## config.mk

```make
export PLATFORM = sky130hd
export DESIGN_NAME = noc_input_queue
export DESIGN_NICKNAME = d
export VERILOG_FILES = /design/src/rtl/noc_pkg.sv /design/src/rtl/noc_flit_fifo.sv /design/src/rtl/noc_input_queue.sv
export SDC_FILE = /design/constraint.sdc
export NUM_CORES = 1
export LEC_CHECK = 0
export ABC_AREA = 1
export BUFFER_PORTS_ARGS = -buffer_cell sky130_fd_sc_hd__buf_2
export CAP_MARGIN = 20
export CORE_ASPECT_RATIO = 0.5
export CORE_UTILIZATION = 40
export CTS_CLUSTER_SIZE = 12
export DETAILED_ROUTE_END_ITERATION = 10
export GPL_TIMING_DRIVEN = 1
export SLEW_MARGIN = 10
export SYNTH_ARGS = -nofsm -noshare
export SYNTH_HDL_FRONTEND = slang
export SYNTH_HIERARCHICAL = 1
export SYNTH_SLANG_ARGS = --single-unit
```

## constraint.sdc

```tcl
create_clock -name clk -period 3 [get_ports clk]
set_input_delay 0.3 -clock clk [delete_from_list [all_inputs] [get_ports clk]]
set_output_delay 0.3 -clock clk [all_outputs]
set_load 0.05 [all_outputs]
```

## src/rtl/noc_pkg.sv

```systemverilog
// Shared NoC definitions for the ingress queue, the arbiter and the switch.
// Latency: n/a (types and constants only).
// Backpressure: n/a.
package noc_pkg;

  localparam int NOC_NUM_AGENTS = 4;   // sources feeding one switch port
  localparam int NOC_FLIT_W     = 32;  // flit payload width
  localparam int NOC_Q_DEPTH    = 4;   // entries per ingress FIFO

  typedef logic [NOC_FLIT_W-1:0]              flit_t;
  typedef logic [$clog2(NOC_NUM_AGENTS)-1:0]  agent_idx_t;

endpackage

```

## src/rtl/noc_flit_fifo.sv

```systemverilog
// Single-clock flit FIFO, DEPTH x DATA_W, head visible combinationally on pop_data.
// Latency: a pushed entry is visible at the head (and in empty/count) the cycle after the push.
// Backpressure: push ignored while full, pop ignored while empty; push+pop in one cycle keeps count.
// Ports: clk, rst_n | push, push_data | pop, pop_data (head) | full, empty, count (0..DEPTH).
module noc_flit_fifo #(
  parameter int DATA_W = 32,
  parameter int DEPTH  = 4
) (
  input  logic                     clk,
  input  logic                     rst_n,
  input  logic                     push,
  input  logic [DATA_W-1:0]        push_data,
  input  logic                     pop,
  output logic [DATA_W-1:0]        pop_data,
  output logic                     full,
  output logic                     empty,
  output logic [$clog2(DEPTH):0]   count
);

  localparam int PTR_W = $clog2(DEPTH);

  logic [DATA_W-1:0] mem [DEPTH];
  logic [PTR_W-1:0]  wr_ptr;
  logic [PTR_W-1:0]  rd_ptr;
  logic              do_push;
  logic              do_pop;

  assign full     = (count == (PTR_W+1)'(DEPTH));
  assign empty    = (count == '0);
  assign do_push  = push & ~full;
  assign do_pop   = pop & ~empty;
  assign pop_data = mem[rd_ptr];

  // DEPTH is a power of two, so the pointers wrap by plain overflow.
  always_ff @(posedge clk or negedge rst_n) begin
    if (!rst_n) begin
      wr_ptr <= '0;
      rd_ptr <= '0;
      count  <= '0;
    end else begin
      if (do_push) wr_ptr <= wr_ptr + 1'b1;
      if (do_pop)  rd_ptr <= rd_ptr + 1'b1;
      case ({do_push, do_pop})
        2'b10:   count <= count + 1'b1;
        2'b01:   count <= count - 1'b1;
        default: count <= count;
      endcase
    end
  end

  // Storage needs no reset: count gates every read that matters.
  always_ff @(posedge clk) begin
    if (do_push) mem[wr_ptr] <= push_data;
  end

endmodule

```

## src/rtl/noc_input_queue.sv

```systemverilog
// Per-agent ingress FIFOs feeding a registered output slot; requests go to an external arbiter.
// Latency: push -> request next cycle; grant -> out_valid next edge (push->out_valid min 2 cycles).
// Backpressure: in_ready = !full per agent; requests masked while output slot stalls (out_valid & !out_ready).
// Ports: clk, rst_n | in_valid/in_data/in_ready per agent | request/grant to/from arbiter |
//        out_valid/out_data/out_src/out_ready toward switch | err_grant sticky illegal-grant flag.
module noc_input_queue
  import noc_pkg::*;
#(
  parameter int NUM_AGENTS = NOC_NUM_AGENTS,
  parameter int DATA_W     = NOC_FLIT_W,
  parameter int DEPTH      = NOC_Q_DEPTH,
  localparam int SRC_W     = $clog2(NUM_AGENTS)
) (
  input  logic                         clk,
  input  logic                         rst_n,
  input  logic [NUM_AGENTS-1:0]        in_valid,
  input  logic [NUM_AGENTS*DATA_W-1:0] in_data,
  output logic [NUM_AGENTS-1:0]        in_ready,
  output logic [NUM_AGENTS-1:0]        request,
  input  logic [NUM_AGENTS-1:0]        grant,
  output logic                         out_valid,
  output logic [DATA_W-1:0]            out_data,
  output logic [SRC_W-1:0]             out_src,
  input  logic                         out_ready,
  output logic                         err_grant
);

  logic [NUM_AGENTS-1:0] fifo_full;
  logic [NUM_AGENTS-1:0] fifo_empty;
  logic [NUM_AGENTS-1:0] fifo_push;
  logic [NUM_AGENTS-1:0] fifo_pop;
  logic [DATA_W-1:0]     head_dat [NUM_AGENTS];
  logic [$clog2(DEPTH):0] fifo_cnt [NUM_AGENTS];

  logic              load_en;
  logic              grant_to_idle;
  logic              grant_legal;
  logic              grant_bad;
  logic [DATA_W-1:0] sel_dat;
  logic [SRC_W-1:0]  sel_src;

  for (genvar g = 0; g < NUM_AGENTS; g++) begin : g_q
    noc_flit_fifo #(
      .DATA_W (DATA_W),
      .DEPTH  (DEPTH)
    ) u_fifo (
      .clk       (clk),
      .rst_n     (rst_n),
      .push      (fifo_push[g]),
      .push_data (in_data[g*DATA_W +: DATA_W]),
      .pop       (fifo_pop[g]),
      .pop_data  (head_dat[g]),
      .full      (fifo_full[g]),
      .empty     (fifo_empty[g]),
      .count     (fifo_cnt[g])
    );
  end

  // Slot can accept a new flit when empty or being drained this cycle.
  assign load_en   = ~out_valid | out_ready;
  assign in_ready  = ~fifo_full;
  assign fifo_push = in_valid & ~fifo_full;
  assign request   = ~fifo_empty & {NUM_AGENTS{load_en}};

  always_comb begin
    grant_to_idle = 1'b0;
    for (int i = 0; i < NUM_AGENTS; i++) begin
      if (grant[i] && fifo_cnt[i] == '0) grant_to_idle = 1'b1;
    end
  end

  // Anything other than a single grant to a non-empty queue while the slot can load is
  // flagged and ignored, so a misbehaving arbiter can never pop a flit into a stalled slot.
  assign grant_legal = (grant != '0) & $onehot0(grant) & ~grant_to_idle & load_en;
  assign grant_bad   = (grant != '0) & ~grant_legal;
  assign fifo_pop    = grant & {NUM_AGENTS{grant_legal}};

  // AND-OR mux; only consumed when the grant is legal, i.e. exactly one-hot.
  always_comb begin
    sel_dat = '0;
    sel_src = '0;
    for (int i = 0; i < NUM_AGENTS; i++) begin
      if (grant[i]) begin
        sel_dat = sel_dat | head_dat[i];
        sel_src = sel_src | SRC_W'(i);
      end
    end
  end

  always_ff @(posedge clk or negedge rst_n) begin
    if (!rst_n) begin
      out_valid <= 1'b0;
      out_data  <= '0;
      out_src   <= '0;
      err_grant <= 1'b0;
    end else begin
      if (grant_bad) err_grant <= 1'b1;
      if (grant_legal) begin
        out_valid <= 1'b1;
        out_data  <= sel_dat;
        out_src   <= sel_src;
      end else if (out_ready) begin
        out_valid <= 1'b0;
      end
    end
  end

endmodule

```

==> metrics, run 1 <==
first-pass GRT wire length 91,100 um; met2 GRT Util about a third; die height 178 um; FF-to-FF path depth 12; Worst Clk Skew 20.7 ps; placed insts 3,064; post-synthesis cell type count 25; top cells by area, synth edfxtp_1 62%, nand2_1 10%, o211ai_1 7.7%, dfrtp_1 6.5%, inv_1 5.1%; worst hold path type in -> reg; worst setup margin between 500 and 600 ps; Crit path arrival time between 2000 and 3000 ps; Final Hold Fails 0; post-synthesis compound-gate area fraction 7.86%; Total Nets Final 2,591; Mapped Nets 2,289; Core Rows 64; Tcrit/Tclk final 83.2%; HPWL Detailed approximately 39,000 um; Layout area overhead 18.3%; TritonCTS buffer count 56; drt via density between 4 and 5; Seq cells post-synth ~580; P_leak 12.2 nW; Hold Crit Endpoint g_q[3].u_fifo/wr_ptr[0]; Total GRT Usage 19.1%; Post-Synth Simple-Gate Area a little over an eighth; WP data required 3480 ps; Reg2Reg Launch Point g_q[0].u_fifo/count[0]; clock transition at the registers of the reported paths 60 ps; most frequent cells in the layout 658 x nand2_1, 512 x edfxtp_1, 336 x inv_1, 256 x o211ai_1, 181 x buf_2; setup_tns 0 ps; clock sink count 576; fmax 0.401 GHz; CTS tree yes; post-route ant nets 0; main combinational cell family by area after synthesis simple AND/OR/NAND/NOR gates; total die area 0.0631 mm2; CTS H-tree depth 2; hold_ws 71.1 ps; Setup WS pre-CTS between 200 and 250 ps; Post-Synth XOR/XNOR Area 0.141%; vias in the first global route 15,161; Pwr Density 953 mW/mm2; relative slew slack about a third; post-synth top area share 62.0%; DRC Markers 0; clk buf depth 3; syn_area_per_cell between 10 and 15 um2; cts repair resizes 0; Worst setup EP type flop; ordered cell list for the critical path inv_1 -> nand3_1 -> inv_1 -> nor2_1 -> nand2_1 -> ha_1 -> inv_1 -> fa_1 -> nand2_1 -> nand3_1 -> nand2_1 -> nand2_1; initial antenna violation count 3; Most Used Layer, Global Route met2; average wire per standard cell 18.4 um; largest net degree at the start of global routing about 130; GRT met3 Usage approximately 3.3%; PnR Total Power 0.0280 W; Worst Path Max Fanout 7; PortBufs 182; Max stage delay cell, worst path dfrtp_1; leading area contributor after synthesis edfxtp_1; ratio of cells with drive above 1 in the final layout 13.3%; worst vdd rail ir drop approximately 0.64 mV; most common cell after layout, fill and taps aside nand2_1; hold_sp in_valid[3]; Core ar. just over 0.06 mm2; vias post-DR 16,158; R2R Setup Slk 500 ps; Mapped Area 0.0248 mm2; CP startpoint g_q[0].u_fifo/count[0]; RSZ-0062 raised after global routing no; GP Congestion 0.821; met1 usage a little over a quarter; crit-path most repeated cell nand2_1; Final Max Slew Viols 0; Worst Hold Depth 5; Tmin final between 2000 and 2500 ps; final setup vio count 0; sequential-to-total area share from yosys stat 68.4%; Synth Area in Adders 1.46%; startpoint types flop; largest stage delay on the critical path 410 ps; Crit Path Class reg -> reg; synthesized instance count 2,124; maxcap violations 0; Worst-Skew Late Latency approximately 600 ps; I/O pin cnt 183; WL final 60,900 um; Die Width 354 um; grt total ovfl 0; Root Buffer clkbuf_16; mux contribution to synthesized area 0%; initial drt markers 1,541; number of post-CTS setup repair buffers 0; capturing point of the worst reg2reg path g_q[0].u_fifo/count[2]; status finished, final reports clean; Slew @ Worst Pin 987 ps; Synthesis Warnings 6; initial cell density of the core about two fifths; non-filler cells in the finished layout 3,302; DRT Pass-1 Iters 5; fill cell count 5,534
worst max-delay path, delay by kind of cell, from the launching register on:
kind | cells | cell delay (ps)
and+or+nand+nor | 7 | 980
buffers and inverters | 3 | 360
adders and majority gates | 2 | 630
DFF | 1 | 410
state kept, by name, indices dropped and copies added, names as in the netlist:
register / count
err_grant: 1
g_q.u_fifo/count: 12
g_q.u_fifo/mem: 512
g_q.u_fifo/rd_ptr: 8
g_q.u_fifo/wr_ptr: 8
out_data: 32
out_src: 2
out_valid: 1
what timing repair did:
action | 4_1_cts | 5_1_grt
hold buffers | 129 | 0
endpoints found under the setup margin | 0 | 0
hold endpoints to repair | 576 | 0
power by group:
group / switching (W) / internal, W / total [W]
registers: 0.000619 / 0.0107 / 0.0113
clock network: 0.00287 / 0.00382 / 0.00669
logic: 0.00723 / 0.00272 / 0.00994
total: 0.0107 / 0.0173 / 0.0280
worst max path at each step:
stage / end / cells past startpoint / slack [ps]
after floorplan: g_q[0].u_fifo/count[2] / 17 / 260
after global placement: g_q[1].u_fifo/count[2] / 16 / 260
after detailed placement: g_q[0].u_fifo/count[2] / 16 / 210
after CTS: g_q[0].u_fifo/count[2] / 12 / 530
after global routing: g_q[0].u_fifo/count[2] / 12 / 350
final: g_q[0].u_fifo/count[2] / 12 / 500
cells in the mapped netlist, drive strengths merged:
master and instances:
buf 93, clkbuf 20, dfrtp 64, edfxtp 512, fa 5, ha 21, inv 345, nand2 661
nand3 30, nand4 70, nor2 38, o211ai 256, o21ai 5, xnor2 4
metal layers:
metal / wire (um) / part of all wire (%)
met5: 0 / 0
met1: 26900 / 44
met4: 1120 / 1.8
met3: 3630 / 6.0
met2: 29200 / 48
final cells by class:
| class | count | area, um2 | area share (%) |
|---|---|---|---|
| diodes | 3 | 7.51 | 0.0256 |
| clock buffers | 100 | 1630 | 5.55 |
| clock inverters | 6 | 93.8 | 0.320 |
| inverters | 345 | 1310 | 4.45 |
| multi-input cells | 1090 | 5670 | 19.3 |
| flip-flops and latches | 576 | 17000 | 57.9 |
| well taps | 825 | 1030 | 3.52 |
| repair buffers | 357 | 2630 | 8.95 |
cell families (layout without fill, tap and decap cells):
group	count (synthesis)	in the layout
AOI/OAI and AO/OA	261	261
xor gates and xnor gates	4	4
adders and majority gates	26	26
buffers and inverters	458	808
DFF	576	576
other	0	3
and+or+nand+nor	799	799
per-stage QoR:
step | area (um2) | utilization, %
after global placement | 26300 | 43.0
after CTS | 29300 | 47.9
after global routing | 29300 | 48.0
after detailed placement | 26300 | 43.0
final | 29300 | 48.0
after floorplan | 24800 | -
Note: power is estimated with default switching activity, not from simulation.
==> run 2, diff against run 1 <==
Settings changed: ABC_AREA 1 to 0.
Clock period 3 ns to 2 ns, I/O delays scaled along.
==> run 2 against run 1 <==
- the run now ends with negative setup slack left
- register-to-register slack got worse by 1200 ps
- first-iteration DRC count fell by 47%
- worst hold slack gained 49 ps
- cell count down 30%
- non-clock buffer count is 107 higher
- fmax shrank 8.0%
- combinational power is 59% higher
- synthesized area down 9.0%
- critical path type unchanged
==> metrics, run 2 <==
status complete, but fails checks (was finished, final reports clean); failing checks negative setup slack; DRC Markers 0 (unchanged); I/O pin cnt 183 (unchanged); Total Nets Final 1,679 (was 2,591); ordered cell list for the critical path nor4b_1 -> or4_4 -> nor4_4 -> buf_4 -> and2_4 -> o31a_1 -> ha_4 -> inv_2 -> fa_2 -> xor2_1 -> nor2_1 -> xor2_1 (was inv_1 -> nand3_1 -> inv_1 -> nor2_1 -> nand2_1 -> ha_1 -> inv_1 -> fa_1 -> nand2_1 -> nand3_1 -> nand2_1 -> nand2_1); worst setup margin -712 ps (was 504 ps); DRT Pass-1 Iters 4 (was 5); PnR Total Power 0.0424 W (was 0.0280 W); synthesized instance count 1,045 (was 2,124); Layout area overhead 28.9% (was 18.3%); Final Util 52.3% (was 48.0%); Post-synth EDFFs 512 (unchanged); largest stage delay on the critical path 550 ps (was 410 ps); first-pass GRT wire length 74,300 um (was 91,100 um); grt total ovfl 0 (unchanged); final setup vio count 47 (was 0); Die Width 338 um (was 354 um); most frequent cells in the layout 512 x edfxtp_1, 178 x buf_2, 130 x dlygate4sd3_1, 119 x mux4_2, 96 x buf_4 (was 658 x nand2_1, 512 x edfxtp_1, 336 x inv_1, 256 x o211ai_1, 181 x buf_2); RSZ-0062 raised after global routing yes (was no); initial drt markers 820 (was 1,541); Crit path arrival time 3200 ps (was 2970 ps); Synthesis Warnings 6 (unchanged); initial antenna violation count 0 (was 3); post-synth top area share 68.1% (was 62.0%); vias post-DR 11,759 (was 16,158); top-count cell post-synth edfxtp_1 (was nand2_1); FF-to-FF path depth 12 (unchanged); Final Hold Fails 0 (unchanged); Final Max Slew Viols 0 (unchanged); average wire per standard cell 21.9 um (was 18.4 um); leading area contributor after synthesis edfxtp_1 (unchanged); number of flip-flops under the largest register name 512 (unchanged); HPWL Detailed 34,100 um (was 39,200 um); sequential-to-total area share from yosys stat 75.2% (was 68.4%); Slew @ Worst Pin 614 ps (was 987 ps); clock sink count 576 (unchanged); GP Congestion 0.808 (was 0.821); setup_tns -7300 ps (was 0 ps); PortBufs 182 (unchanged); Root Buffer clkbuf_16 (unchanged); Tcrit/Tclk final 136% (was 83.2%); clk buf depth 3 (unchanged); WP data required 2490 ps (was 3480 ps); Worst setup EP type flop (unchanged); placed insts 2,053 (was 3,064); Worst-Skew Late Latency 590 ps (was 600 ps); R2R Setup Slk -710 ps (was 500 ps); Pwr Density 1460 mW/mm2 (was 953 mW/mm2); syn_area_per_cell 21.6 um2 (was 11.7 um2); vias in the first global route 12,240 (was 15,161); Seq cells post-synth 576 (unchanged); maxcap violations 0 (unchanged); initial cell density of the core 40.6% (was 40.5%); Mapped Area 0.0226 mm2 (was 0.0248 mm2); Crit Path Class reg -> reg (unchanged); largest net degree at the start of global routing 35 (was 129); fmax 0.369 GHz (was 0.401 GHz); Reg2Reg Launch Point g_q[2].u_fifo/count[1] (was g_q[0].u_fifo/count[0]); worst vdd rail ir drop 0.651 mV (was 0.642 mV); worst hold path type in -> async (was in -> reg); top cells by area, synth edfxtp_1 68%, mux4_2 11%, dfrtp_1 7.1%, a22oi_1 2.1%, mux4_1 1.9% (was edfxtp_1 62%, nand2_1 10%, o211ai_1 7.7%, dfrtp_1 6.5%, inv_1 5.1%); crit-path most repeated cell xor2_1 (was nand2_1); fin area 0.0291 mm2 (was 0.0293 mm2); Mapped Nets 1,210 (was 2,289); clock transition at the registers of the reported paths 60 ps (about the same); Worst Path Max Fanout 3 (was 7); top cell family by delay on the critical path simple AND/OR/NAND/NOR gates (unchanged); commonest cells in the netlist 512 x edfxtp_1, 112 x mux4_2, 64 x a22oi_1, 64 x dfrtp_1, 37 x nand2_1 (was 658 x nand2_1, 512 x edfxtp_1, 336 x inv_1); post-synthesis cell type count 36 (was 25); total die area 0.0575 mm2 (was 0.0631 mm2); Tmin final 2710 ps (was 2500 ps); drt via density 5.08 (was 4.89); relative slew slack 59.1% (was 34.2%); Core ar. 0.0556 mm2 (was 0.0612 mm2); Max stage delay cell, worst path or4_4 (was dfrtp_1); TritonCTS buffer count 55 (was 56); share of synthesized flip-flops with an asynchronous set or reset 11.1% (unchanged); startpoint types flop (unchanged); Ant. Diodes 0 (was 3); Core Rows 61 (was 64); Worst Clk Skew 13.7 ps (was 20.7 ps); capturing point of the worst reg2reg path g_q[2].u_fifo/count[2] (was g_q[0].u_fifo/count[2]); Total GRT Usage 17.5% (was 19.1%); crit path buf inv count 2 (was 3); die height 170 um (was 178 um); Most used DFF post-synth edfxtp_1 (unchanged); CTS tree yes (unchanged); CTS H-tree depth 2 (unchanged); ratio of cells with drive above 1 in the final layout 41.3% (was 13.3%); P_leak 10.3 nW (was 12.2 nW); biggest registers after layout g_q.u_fifo/mem: 512 flops, out_data: 32 flops, g_q.u_fifo/count: 12 flops (unchanged); Post-DP Area 0.0254 mm2 (was 0.0263 mm2); WL final 50,800 um (was 60,900 um); non-filler cells in the finished layout 2,316 (was 3,302); Most flops, register g_q.u_fifo/mem (unchanged); post-route ant nets 0 (unchanged); most common cell after layout, fill and taps aside edfxtp_1 (was nand2_1)
run 2: changes by cell type in the layout (fill, tap and decap cells not counted), sizes merged, moves of 70 or more:
cell | previous run | this run
buf | 228 | 331
nand2 | 661 | 37
inv | 341 | 36
mux4 | 0 | 128
o211ai | 256 | 0
nand4 | 70 | 0
run 2: worst reg2reg max path: stages, from the launching register on:
cell and delay (ps):
dfrtp_1 360, nor4b_1 60, or4_4 550, nor4_4 170
buf_4 190, and2_4 140, o31a_1 200, ha_4 160
inv_2 30, fa_2 320, xor2_1 140, nor2_1 130
xor2_1 170
run 2: report_power, final:
group / internal (W) / leakage [nW] / total [W] / switching (W)
Clock: 0.00533 / 0.779 / 0.00954 / 0.00420
Combinational: 0.00745 / 4.15 / 0.0158 / 0.00837
Sequential: 0.0161 / 5.39 / 0.0170 / 0.000905
run 2: kinds of logic after synthesis:
group / share of synthesized area (%)
AO/OA/AOI/OAI: 2.40
XOR/XNOR: 0.931
adder cells (fa/ha/maj): 1.61
buffers and inverters: 2.58
flip-flops: 75.2
multiplexers: 15.1
AND/OR/NAND/NOR: 2.25
run 2: layout make-up:
cell class,count,area (um2)
clock buffer,97,1590
multi-input combinational,382,5460
clock inverter,6,42.5
sequential,576,17000
fill,4308,26500
tap,756,946
inverter,35,134
timing repair buffer,464,3960
run 2: worst max path at each step:
stage                                      start                      to  slack, ps  depth (start not counted)
after detailed placement                grant[0]  g_q[2].u_fifo/count[2]       -920                         14
after CTS                 g_q[2].u_fifo/count[0]  g_q[0].u_fifo/count[2]       -680                         12
after floorplan                         grant[0]  g_q[2].u_fifo/count[2]      -1050                         16
after global placement                  grant[0]  g_q[0].u_fifo/count[2]       -850                         13
after global routing      g_q[2].u_fifo/count[1]  g_q[0].u_fifo/count[2]       -790                         12
final                     g_q[2].u_fifo/count[1]  g_q[2].u_fifo/count[2]       -710                         12
run 2: repair_timing:
action,CTS,global route
pin swaps,20,37
gates cloned,1,3
resized for setup,52,83
endpoints found under the setup margin,55,199
hold buffers,130,0
hold endpoints to repair,574,0
setup buffers,16,18
run 2: per-layer routing:
layer  up-vias  GRT usage [%]  routed length, um
met2       241           29.6              25600
met1      6250           23.8              21700
li1       5198              -                  -
met5         -              0                  0
met4         0           4.13                977
met3        70           3.10               2510
run 2: per-stage QoR:
stage / hold WS, ps / worst slack, ps
3_3_place_gp: 185 / -855
4_1_cts: 113 / -683
5_1_grt: 148 / -790
3_5_place_dp: 188 / -920
2_1_floorplan: -95.6 / -1050
6_report: 120 / -712
==> run 3, diff against run 2 <==
Settings changed: CTS_BUF_LIST from default to sky130_fd_sc_hd__clkbuf_8.
==> run 3 against run 2 <==
- the run still ends with negative setup slack left
- critical path type unchanged
- critical endpoint unchanged
- power decreased by 1.6%
- die area unchanged
- largest cell class unchanged
- worst hold slack got worse by 60 ps
==> metrics, run 3 (synthesized netlist as in run 2, its figures left out) <==
Crit Path Class reg -> reg (unchanged); clock transition at the registers of the reported paths 70 ps (was 60 ps); RSZ-0062 raised after global routing yes (unchanged); PortBufs 182 (unchanged); die height 170 um (unchanged); Slew @ Worst Pin 545 ps (was 614 ps); Worst Clk Skew 26.5 ps (was 13.7 ps); startpoint types flop (unchanged); CTS tree yes (unchanged); most common cell after layout, fill and taps aside edfxtp_1 (unchanged); largest net degree at the start of global routing 35 (unchanged); hold_ws 59.6 ps (was 120 ps); WL final 51,200 um (was 50,800 um); Multi-input gate area 0.00542 mm2 (was 0.00546 mm2); grt total ovfl 0 (unchanged); Die Width 338 um (unchanged); initial cell density of the core 40.6% (unchanged); TritonCTS buffer count 87 (was 55); Crit path arrival time 3300 ps (was 3200 ps); average wire per standard cell 21.7 um (was 21.9 um); drt via density 5.01 (was 5.08); Core Rows 61 (unchanged); total die area 0.0575 mm2 (unchanged); Core ar. 0.0556 mm2 (unchanged); post-route ant nets 0 (unchanged); GP Congestion 0.808 (unchanged); final setup vio count 42 (was 47); Tcrit/Tclk final 137% (was 136%); P_leak 10.5 nW (was 10.3 nW); HPWL Detailed 34,100 um (unchanged); Worst-Skew Late Latency 650 ps (was 590 ps); ratio of cells with drive above 1 in the final layout 42.1% (was 41.3%); initial drt markers 882 (was 820); vias in the first global route 12,475 (was 12,240); clk buf depth 3 (unchanged); biggest registers after layout g_q.u_fifo/mem: 512 flops, out_data: 32 flops, g_q.u_fifo/count: 12 flops (unchanged); first-pass GRT wire length 75,400 um (was 74,300 um); Pwr Density 1440 mW/mm2 (was 1460 mW/mm2); Worst setup EP type flop (unchanged); status complete, but fails checks (unchanged); most frequent cells in the layout 512 x edfxtp_1, 176 x buf_2, 130 x dlygate4sd3_1, 120 x mux4_2, 92 x clkbuf_8 (was 512 x edfxtp_1, 178 x buf_2, 130 x dlygate4sd3_1, 119 x mux4_2, 96 x buf_4); Total GRT Usage 17.9% (was 17.5%); Worst Path Max Fanout 5 (was 3); WP data required 2560 ps (was 2490 ps); DRC Markers 0 (unchanged); Final Hold Fails 0 (unchanged); Layout area overhead 28.6% (was 28.9%); clock sink count 576 (unchanged); Final Max Slew Viols 0 (unchanged); worst setup margin -736 ps (was -712 ps); vias post-DR 11,811 (was 11,759); Setup WS pre-CTS -920 ps (unchanged); I/O pin cnt 183 (unchanged); maxcap violations 0 (unchanged); Reg area 0.0170 mm2 (unchanged); number of flip-flops under the largest register name 512 (unchanged); fmax 0.366 GHz (was 0.369 GHz); fill cell count 4,349 (was 4,308); worst hold path type in -> async (unchanged); Most flops, register g_q.u_fifo/mem (unchanged); relative slew slack 63.7% (was 59.1%); CTS H-tree depth 3 (was 2); Tmin final 2740 ps (was 2710 ps); DRT Pass-1 Iters 5 (was 4); Total Nets Final 1,704 (was 1,679); failing checks negative setup slack (unchanged); Root Buffer clkbuf_8 (was clkbuf_16); FF-to-FF path depth 12 (unchanged); worst vdd rail ir drop 0.597 mV (was 0.651 mV); initial antenna violation count 2 (was 0)
run 3: cell count changes in the layout (fill, tap and decap cells not counted), moves of 9 or more:
cell | previous run | this run
clkbuf_1 | 38 | 0
clkbuf_16 | 59 | 2
inv_1 | 29 | 61
a22oi_2 | 42 | 33
buf_4 | 96 | 86
clkbuf_8 | 3 | 92
clkinv_1 | 2 | 13
a22oi_1 | 22 | 31
run 3: layer usage:
metal	track usage (%)	up-vias	wire, um
met5	0	-	0
met4	5.00	0	911
met3	3.14	64	2330
met2	29.6	269	25800
met1	24.4	6228	22100
li1	-	5250	-
run 3: worst paths after layout:
kind | startpoint | to | slack (ps)
hold reg to reg | out_data[18] | out_data[18] | 480
setup reg to reg | g_q[2].u_fifo/count[0] | g_q[2].u_fifo/count[2] | -740
setup / recovery | g_q[2].u_fifo/count[0] | g_q[2].u_fifo/count[2] | -740
hold / removal | rst_n | g_q[1].u_fifo/rd_ptr[1] | 60
min in group clk | grant[2] | err_grant | 130
max in group asynchronous | rst_n | g_q[2].u_fifo/rd_ptr[0] | 1340
run 3: per-stage QoR:
stage	TNS, ps	instance area (um2)	instances	power [W]	util (%)
6_report	-9530	29000	2359	0.0417	52.2
5_1_grt	-11990	29000	2359	0.0435	52.2
4_1_cts	-6530	28800	2348	0.0415	51.7
3_5_place_dp	-20730	25400	2053	0.0311	45.6
3_3_place_gp	-19400	25400	2053	0.0307	45.6
2_1_floorplan	-16240	22700	1045	0.0261	-
run 3: where the power goes:
group / internal (W) / leakage, nW / switching, W
sequential: 0.0161 / 5.39 / 0.000873
combinational: 0.00746 / 4.14 / 0.00841
clock: 0.00441 / 0.933 / 0.00442
total: 0.0280 / 10.5 / 0.0137
run 3: repair_timing:
item / CTS / global route
endpoints found under the hold margin: 577 / 0
resized for setup: 88 / 44
hold buffers: 130 / 0
cloned: 3 / 3
pin swaps: 41 / 11
buffers inserted: 17 / 8
setup endpoints to repair: 56 / 107
run 3: area by class of cell:
class                   instances  area share (%)
diodes                          2          0.0172
clock buffers                  92            4.36
clock inverters                59            1.06
inverters                      35           0.461
multi-input cells             382            18.7
flip-flops and latches        576            58.5
well taps                     756            3.26
repair buffers                457            13.7
run 3: worst max-delay path, cell delays in order, from the launching register on:
cell	delay, ps
dfrtp_1	370
nor4b_1	70
or4_4	560
nor4_4	170
buf_4	180
and2_1	130
o31a_1	220
ha_4	160
inv_2	30
fa_2	330
xor2_1	140
nor2_1	130
xor2_1	180
